File: src/rtl/tmr_fault_monitor_pkg.sv
// Shared TMR encodings: voter outcome codes, monitor FSM states and a core-select helper.
package tmr_fault_monitor_pkg;

  typedef enum logic [1:0] {
    VS_AGREE = 2'b00,
    VS_A     = 2'b01,
    VS_B     = 2'b10,
    VS_C     = 2'b11
  } vote_e;

  typedef enum logic [2:0] {
    ST_MONITOR,
    ST_SUSPECT,
    ST_RECOVER,
    ST_HOLD,
    ST_FATAL
  } fsm_e;

  // Voter code to {C,B,A} one-hot; VS_AGREE maps to no core.
  function automatic logic [2:0] core_onehot(input logic [1:0] code);
    logic [2:0] oh;
    oh = '0;
    if (code != VS_AGREE) oh[code - 2'd1] = 1'b1;
    return oh;
  endfunction

endpackage

File: src/rtl/tmr_fault_monitor_sat_counter.sv
// Saturating up-counter with synchronous clear; clear wins over a same-cycle increment.
module tmr_sat_counter #(
  parameter int CNT_W = 16
) (
  input  logic             clk,
  input  logic             rst,
  input  logic             inc,
  input  logic             clr,
  output logic [CNT_W-1:0] cnt
);

  always_ff @(posedge clk) begin
    if (rst || clr) cnt <= '0;
    else if (inc && (cnt != '1)) cnt <= cnt + 1'b1;
  end

endmodule

File: src/rtl/tmr_fault_monitor.sv
// Watches TMR vote outcomes, counts per-core mismatches, pulses a per-core resync on a
// persistently outvoted core and latches Fatal when no majority exists or recoveries run out.
module tmr_fault_monitor
  import tmr_fault_monitor_pkg::*;
#(
  parameter int THRESH     = 4,
  parameter int RST_CYCLES = 8,
  parameter int HOLDOFF    = 16,
  parameter int MAX_RECOV  = 3,
  parameter int CNT_W      = 16
) (
  input  logic             clk,
  input  logic             rst,
  input  logic             En,
  input  logic [1:0]       Voter_state,
  input  logic             No_majority,
  input  logic             Clr_cnt,
  output logic [2:0]       Core_rst,
  output logic [CNT_W-1:0] Err_cnt_A,
  output logic [CNT_W-1:0] Err_cnt_B,
  output logic [CNT_W-1:0] Err_cnt_C,
  output logic [1:0]       Faulty_core,
  output logic             Recovering,
  output logic             Fatal
);

  localparam int SW   = $clog2(THRESH + 1);
  localparam int TMAX = (RST_CYCLES > HOLDOFF) ? RST_CYCLES : HOLDOFF;
  localparam int TW   = $clog2(TMAX + 1);
  localparam int RW   = (MAX_RECOV < 1) ? 1 : $clog2(MAX_RECOV + 1);

  fsm_e          state, state_n;
  logic [SW-1:0] streak, streak_n, new_streak;
  vote_e         cand, cand_n, vs;
  logic [TW-1:0] timer, timer_n;
  logic [RW-1:0] recov_cnt [3];
  logic [RW-1:0] recov_n   [3];
  logic [1:0]    faulty, faulty_n, idx;
  logic [2:0]    core_rst, core_rst_n;
  logic          sampled;

  assign vs      = vote_e'(Voter_state);
  assign sampled = En && ((state == ST_MONITOR) || (state == ST_SUSPECT));

  always_ff @(posedge clk) begin
    if (rst) begin
      state     <= ST_MONITOR;
      streak    <= '0;
      cand      <= VS_AGREE;
      timer     <= '0;
      recov_cnt <= '{default: '0};
      faulty    <= '0;
      core_rst  <= '0;
    end else begin
      state     <= state_n;
      streak    <= streak_n;
      cand      <= cand_n;
      timer     <= timer_n;
      recov_cnt <= recov_n;
      faulty    <= faulty_n;
      core_rst  <= core_rst_n;
    end
  end

  always_comb begin
    state_n    = state;
    streak_n   = streak;
    cand_n     = cand;
    timer_n    = timer;
    recov_n    = recov_cnt;
    faulty_n   = faulty;
    core_rst_n = core_rst;
    new_streak = '0;
    idx        = Voter_state - 2'd1;
    if (En && No_majority && (state != ST_FATAL)) begin
      state_n    = ST_FATAL;
      core_rst_n = '0;
    end else begin
      unique case (state)
        ST_MONITOR, ST_SUSPECT: begin
          if (En) begin
            if (vs == VS_AGREE) begin
              state_n  = ST_MONITOR;
              streak_n = '0;
            end else begin
              // A different core restarts the streak rather than returning to MONITOR.
              new_streak = ((state == ST_SUSPECT) && (vs == cand)) ? streak + 1'b1 : SW'(1);
              cand_n     = vs;
              if (new_streak >= SW'(THRESH)) begin
                streak_n = '0;
                if (recov_cnt[idx] == RW'(MAX_RECOV)) begin
                  state_n = ST_FATAL;
                end else begin
                  state_n      = ST_RECOVER;
                  core_rst_n   = core_onehot(Voter_state);
                  faulty_n     = Voter_state;
                  recov_n[idx] = recov_cnt[idx] + 1'b1;
                  timer_n      = TW'(RST_CYCLES - 1);
                end
              end else begin
                state_n  = ST_SUSPECT;
                streak_n = new_streak;
              end
            end
          end
        end
        ST_RECOVER: begin
          if (timer == '0) begin
            core_rst_n = '0;
            if (HOLDOFF == 0) begin
              state_n  = ST_MONITOR;
              streak_n = '0;
            end else begin
              state_n = ST_HOLD;
              timer_n = TW'((HOLDOFF > 0) ? HOLDOFF - 1 : 0);
            end
          end else begin
            timer_n = timer - 1'b1;
          end
        end
        ST_HOLD: begin
          if (timer == '0) begin
            state_n  = ST_MONITOR;
            streak_n = '0;
          end else begin
            timer_n = timer - 1'b1;
          end
        end
        ST_FATAL: state_n = ST_FATAL;
        default:  state_n = ST_MONITOR;
      endcase
    end
  end

  assign Core_rst    = core_rst;
  assign Faulty_core = faulty;
  assign Recovering  = (state == ST_RECOVER) || (state == ST_HOLD);
  assign Fatal       = (state == ST_FATAL);

  tmr_sat_counter #(.CNT_W(CNT_W)) u_cnt_a (
    .clk (clk),
    .rst (rst),
    .inc (sampled && !No_majority && (vs == VS_A)),
    .clr (Clr_cnt),
    .cnt (Err_cnt_A)
  );

  tmr_sat_counter #(.CNT_W(CNT_W)) u_cnt_b (
    .clk (clk),
    .rst (rst),
    .inc (sampled && !No_majority && (vs == VS_B)),
    .clr (Clr_cnt),
    .cnt (Err_cnt_B)
  );

  tmr_sat_counter #(.CNT_W(CNT_W)) u_cnt_c (
    .clk (clk),
    .rst (rst),
    .inc (sampled && !No_majority && (vs == VS_C)),
    .clr (Clr_cnt),
    .cnt (Err_cnt_C)
  );

endmodule

File: config.mk
export PLATFORM = sky130hd
export DESIGN_NAME = tmr_fault_monitor
export DESIGN_NICKNAME = d
export VERILOG_FILES = /design/src/rtl/tmr_fault_monitor_pkg.sv /design/src/rtl/tmr_fault_monitor_sat_counter.sv /design/src/rtl/tmr_fault_monitor.sv
export SDC_FILE = /design/constraint.sdc
export NUM_CORES = 1
export LEC_CHECK = 0
export ABC_AREA = 1
export CORE_UTILIZATION = 40
export DETAILED_ROUTE_END_ITERATION = 8
export MAX_ROUTING_LAYER = met4
export REMOVE_ABC_BUFFERS = 1
export SETUP_SLACK_MARGIN = 0.2
export SKIP_LAST_GASP = 1
export SYNTH_ARGS = -nofsm -noshare
export SYNTH_HDL_FRONTEND = slang
export SYNTH_HIERARCHICAL = 1
export SYNTH_SLANG_ARGS = --single-unit
export TNS_END_PERCENT = 30
File: constraint.sdc
create_clock -name clk -period 3.9 [get_ports clk]
set_input_delay 0.78 -clock clk [delete_from_list [all_inputs] [get_ports clk]]
set_output_delay 0.78 -clock clk [all_outputs]
set_load 0.05 [all_outputs]
# Yosys cells after proc, flatten, opt, wreduce, memory -nomap -nowiden
# Cells that the tools add are included.
dict set report word_totals {
  in_bits 7
  reg_bits 72
  out_inout_bits 55
  elab_cells 119
}
dict set report classes {
  eq_ne 23
  magnitude_cmp 5
  addsub 7
  mux 34
  bitwise 4
  n_reduce_logical 33
}
# op n
set op_table {}
lappend op_table {{adder 16 x 1 -> 16 bit, second input constant} 3}
lappend op_table {{2-to-1 mux 3 bit} 16}
lappend op_table {{!= test 16 bit, second input constant} 3}
lappend op_table {{2-to-1 mux 5 bit} 6}
lappend op_table {{one-hot mux 5 bit (3 select lines)} 1}
lappend op_table {{!= test 2 bit, second input constant} 7}
lappend op_table {{logical AND 1 bit} 13}
lappend op_table {{!= test 3 bit, second input constant} 4}
lappend op_table {{one-hot mux 3 bit (2 select lines)} 2}
lappend op_table {{one-hot mux 3 bit (4 select lines)} 1}
lappend op_table {{AND reduction 6 bit} 2}
lappend op_table {{AND reduction 4 bit} 2}
lappend op_table {{AND reduction 7 bit} 1}
lappend op_table {{bitwise mux 6 bit} 1}
lappend op_table {{== test 2 bit, second input constant} 3}
lappend op_table {{== test 3 x 2 -> 1 bit, second input constant} 2}
lappend op_table {{>= comparator 3 bit, second input constant} 2}
lappend op_table {{2-to-1 mux 2 bit} 3}
lappend op_table {{AND reduction 3 bit} 2}
lappend op_table {{nonzero test 2 bit} 3}
lappend op_table {{zero test 5 bit} 1}
lappend op_table {{subtractor 5 x 1 -> 5 bit, second input constant} 1}
lappend op_table {{binary-select mux 2 bit (select 2 bit)} 1}
lappend op_table {{demux 2 bit (select 2 bit)} 1}
lappend op_table {{20 further kinds} 25}

# Logic depth before layout (Yosys ltp)
dict set report depth {
  word_depth 12
  ltp_mapped 14
  ltp_nobuf 12
}

# Modules after synthesis
# Netlist, hierarchy kept.
# module n_inst cells_each area_per_inst_um2
set modules_own_cells {}
lappend modules_own_cells {{tmr_sat_counter (u_cnt_a ...)} 2 149 950.9}
lappend modules_own_cells {tmr_fault_monitor 1 225 1529.0}
lappend modules_own_cells {{tmr_sat_counter (u_cnt_c)} 1 149 948.4}

# Least setup slack after synthesis
# No wires, ideal clock.
dict set report synth_path {
  kind {input port to flip-flop}
  from {input Voter_state[0]}
  to {register core_rst[0] (netlist: Core_rst[0])}
  setup_time_ns 0.117
  t_required_ns 3.783
  path_stages 12
  path_slack_ns 1.257
  arrival_time_ns 2.526
  path_buffers 2
  cell_sequence {buf_4 -> inv_1 -> ha_1 -> a31oi_1 -> inv_1 -> ha_1 -> o21ai_0 -> and3_1 -> clkbuf_1 -> nand3_1 -> nand2_1 -> nor2_1}
}
dict set report synth_between {
  elab_chain_len 11
  elab_cells_between_ends 27
}
# element line_no
set synth_rtl {}
lappend synth_rtl {{from (decl)} tmr_fault_monitor.sv:15} ;# input logic [1:0] Voter_state,
lappend synth_rtl {{subtractor 2 x 1 -> 2 bit} {tmr_fault_monitor_pkg.sv:23, tmr_fault_monitor.sv:74}}
lappend synth_rtl {{less-than comparator 2 x 3 -> 1 bit (implied by the code) or >= comparator 2 x 1 -> 1 bit (tied branches)} tmr_fault_monitor_pkg.sv:23} ;# if (code != VS_AGREE) oh[code - 2'd1] = 1'b1;
lappend synth_rtl {{logical AND 1 bit (implied by the code)} tmr_fault_monitor_pkg.sv:23}
lappend synth_rtl {{2-to-1 mux 1 bit (implied by the code)} tmr_fault_monitor_pkg.sv:23}
lappend synth_rtl {{demux 1 bit (select 2 bit)} tmr_fault_monitor_pkg.sv:23}
lappend synth_rtl {{2-to-1 mux 3 bit} tmr_fault_monitor_pkg.sv:23}
lappend synth_rtl {{2-to-1 mux 3 bit} tmr_fault_monitor.sv:91} ;# if (recov_cnt[idx] == RW'(MAX_RECOV)) begin
lappend synth_rtl {{2-to-1 mux 3 bit} tmr_fault_monitor.sv:89} ;# if (new_streak >= SW'(THRESH)) begin
lappend synth_rtl {{2-to-1 mux 3 bit} tmr_fault_monitor.sv:82} ;# if (vs == VS_AGREE) begin
lappend synth_rtl {{2-to-1 mux 3 bit} tmr_fault_monitor.sv:81} ;# if (En) begin
lappend synth_rtl {{one-hot mux 3 bit (2 select lines)} tmr_fault_monitor.sv:79} ;# unique case (state)
lappend synth_rtl {{to (signal assigned)} tmr_fault_monitor.sv:61} ;# core_rst <= core_rst_n;
lappend synth_rtl {{to (decl)} tmr_fault_monitor.sv:39} ;# logic [2:0] core_rst, core_rst_n;
# Parallel ways exist; a longest one is shown, timed or not. The select of a mux whose other input is x is not followed.
# A chain may end at the register's enable or synchronous reset.

# Worst setup path in the final report
dict set report layout_path {
  from {input Voter_state[0]}
  to {register recov_cnt[2] (netlist bit)}
}
dict set report layout_between {
  elab_chain_len 8
  elab_cells_between_ends 21
}
# element line_no
set layout_rtl {}
lappend layout_rtl {{subtractor 2 x 1 -> 2 bit} tmr_fault_monitor.sv:74} ;# idx = Voter_state - 2'd1;
lappend layout_rtl {{inverter 2 -> 3 bit (implied by the code)} {tmr_fault_monitor.sv:91, tmr_fault_monitor.sv:97}}
lappend layout_rtl {{binary-select mux 2 bit (select 2 bit)} {tmr_fault_monitor.sv:91, tmr_fault_monitor.sv:97}}
lappend layout_rtl {{2-to-1 mux 2 bit (implied by the code) (2 in a row)} {tmr_fault_monitor.sv:91, tmr_fault_monitor.sv:97}}
lappend layout_rtl {{== test 2 bit} tmr_fault_monitor.sv:91}
lappend layout_rtl {{inverter 1 bit (no line)} -}
lappend layout_rtl {{AND reduction 6 bit (no line)} -}
lappend layout_rtl {{to (signal assigned)} tmr_fault_monitor.sv:59} ;# recov_cnt <= recov_n;
lappend layout_rtl {{to (decl)} tmr_fault_monitor.sv:36} ;# logic [RW-1:0] recov_cnt [3];
# Parallel ways exist; a longest one is shown, timed or not. The select of a mux whose other input is x is not followed.

==> results.json <==
{
  "port_buffers": 61,
  "slew_at_the_pin_closest_to_its_max_slew_limit_ns": 1.05,
  "core_area_sq_um": 10500,
  "postSynth.asyncResetShare_pct": 0,
  "vias": 4338,
  "post-route-drc-count": 0,
  "netlist_top_cells_count": "nand2_1 (167), nor2_1 (129), dfxtp_1 (72)",
  "synth_top_flop_cell": "dfxtp_1",
  "synth_sequential_area_ratio_pct": 32.9,
  "mapped_cells": 672,
  "cts_buffer_depth": 2,
  "finalMaxSlewViolations": 0,
  "post-cts-setup-buffer-count": 0,
  "syn_area_sq_um": 4380,
  "cp.required_ns": 4.15,
  "tritoncts": "built",
  "starting_density_pct": 41.9,
  "synth.lib_cells_used.distinct": 35,
  "post_cts.resized_instances": 0,
  "post_drt_via_cell_ratio": 4.93,
  "design.portCount": 62,
  "drive_gt1_share_pct": 10.9,
  "setup_viol_count_final": 0,
  "sort_of_element_at_the_end_of_the_critical_path": "flip-flop",
  "clkTransAtPathRegs_ns": 0.08,
  "gpl.final_weighted_congestion": 0.900,
  "postSynthRegisterBits": 72,
  "hold_viol_final": 0,
  "clk-insertion-delay-late_ns": 0.36,
  "yosysWarningCount": 6,
  "multiInputGateArea_sq_um": 2600,
  "setup-tns-final_ns": 0,
  "synth_edf_count": 0,
  "fin_util_pct": 51.2,
  "yosys.area.top_type": "dfxtp_1",
  "period_share_pct": 75.6,
  "antenna_left": 0,
  "area_share_of_the_largest_cell_type_after_synthesis_pct": 32.9,
  "max_cap_viol_count": 0,
  "cp-start-kind": "input port",
  "achievable-frequency_mhz": 339,
  "row_count": 37,
  "count_of_hold_buffers_inserted_by_post_cts_repair": 0,
  "die_y_um": 107,
  "ant_diodes": 0,
  "setup_slack_ns": 0.951,
  "design.die.area_sq_um": 11400,
  "detailedRoute.firstIterationViolations": 190,
  "grt.overflow.total": 0,
  "route.final.wire_length_um": 10000,
  "grt_setup_unrepaired": "false",
  "status": "finished, final reports clean",
  "total_leakage_power_nw": 1.99,
  "initial_antenna_violation_count": 0,
  "dp.final_hpwl_um": 7450,
  "post-route-min-period_ns": 2.95,
  "numCtsBuffers": 9,
  "place_worst_setup_slack_ns": 0.601,
  "firstDrtPassIters": 5,
  "grt.total_usage_pct": 19.3,
  "worst_hold_path_class": "reg -> reg",
  "grt_pass1_vias": 3930,
  "maximum_number_of_pins_on_one_net_before_global_route_repair": 18,
  "worst_ir_drop_vdd_v": 0.000186,
  "cts_root_buffer": "clkbuf_8",
  "floorplan.die.width_um": 107,
  "fill_cells": 1095,
  "ys_top_cells_by_area": "dfxtp_1 (33%), nand2_1 (14%), nor2_1 (11%), nand3_1 (7.2%), a21oi_1 (5.4%)",
  "fin_worst_hold_slack_ns": 0.468,
  "timing.slew.headroom_pct": 30.0,
  "powerDensity_nw_per_um2": 296,
  "count_leader_synth": "nand2_1",
  "first_pass_grt_wire_length_um": 17300,
  "syn-mean-instance-area_sq_um": 6.52,
  "sequential_cell_area_sq_um": 1440,
  "wl_per_cell_um": 11.4,
  "crit_fanout": 12,
  "signed_area_change_from_the_synthesized_netlist_to_the_final_layout_pct": 22.3,
  "tritoncts_num_sinks": 72,
  "setup.worst_path.class": "in -> reg",
  "nets": 760,
  "ctsHtreeMaxLevel": 3,
  "cp_data_arrival_time_ns": 3.20,
  "clock-skew-final_ns": 0.0159
}
## per-layer routing
layer  GRT usage [%]  vias up  share of wire, %
met5               -        -                 0
met4            7.34        0               1.6
met3            3.28       14               4.3
met2            31.0       90                46
met1            24.3     1944                49
li1                -     2290                 -
## state kept, by name, indices dropped and copies added, names as in the netlist
| name | count |
|---|---|
| cand | 2 |
| u_cnt_c/cnt | 16 |
| streak | 3 |
| u_cnt_b/cnt | 16 |
| Faulty_core | 2 |
| state | 3 |
| u_cnt_a/cnt | 16 |
| timer | 5 |
| recov_cnt | 6 |
| Core_rst | 3 |
## power breakdown
part	total, mW	internal (mW)	switching [mW]
clock	0.708	0.413	0.295
sequential	0.750	0.742	0.00756
combinational	0.126	0.0449	0.0814
## critical path, stage by stage
cell and delay, ns:
clkdlybuf4s50_1 0.48, inv_1 0.12, ha_1 0.36, nor2_1 0.06, a31oi_1 0.31, inv_1 0.11
ha_1 0.24, nor2_1 0.10, nand3_1 0.13, nor2_4 0.26, nand2_1 0.12, nand2_1 0.07
a21oi_1 0.05
## kinds of logic (layout without fill, tap and decap cells)
kind of cell / after synthesis / in the layout / share of synthesized area [%]
flops: 72 / 72 / 32.9
fa+ha+maj: 14 / 14 / 4.00
compound gates: 76 / 76 / 9.26
buf+inv: 79 / 151 / 7.74
xor+xnor: 4 / 4 / 0.800
simple gates: 427 / 427 / 45.3
## per-stage QoR
stage / cell area (sq um) / total power [mW] / instances
floorplan: 4300 / 0.851 / 662
global placement: 5120 / 0.890 / 864
detailed placement: 5120 / 0.893 / 864
CTS: 5360 / 1.61 / 880
finish: 5360 / 1.58 / 880
global route: 5360 / 1.66 / 880
## placed cells by master (no fill, tap or decap), drive strengths merged, types with 3 or more instances in the layout
cell type,n
inv,66
dfxtp,72
nand2,181
nor3,4
ha,14
clkdlybuf4s50,61
a21oi,47
nand3,65
nand4,16
xor2,3
clkinv,3
o21ai,22
nor2,157
clkbuf,12
a21boi,3
buf,5
## area by class of cell
cell class | instances | area share (%)
clock buffer | 12 | 3.08
clock inverter | 4 | 1.40
inverter | 69 | 4.83
multi-input combinational | 521 | 48.5
sequential | 72 | 26.9
tap | 136 | 3.18
timing repair buffer | 66 | 12.1
## path summary, 6_finish.rpt
kind	start	end	slack, ns	cells past startpoint
worst max register to register	state[2]	u_cnt_a/cnt[14]	1.69	10
worst min-delay path	recov_cnt[2]	recov_cnt[2]	0.47	2
worst max-delay path	Voter_state[0]	recov_cnt[2]	0.95	13
worst min register to register	recov_cnt[2]	recov_cnt[2]	0.47	2
(Power assumes the default switching activity.)
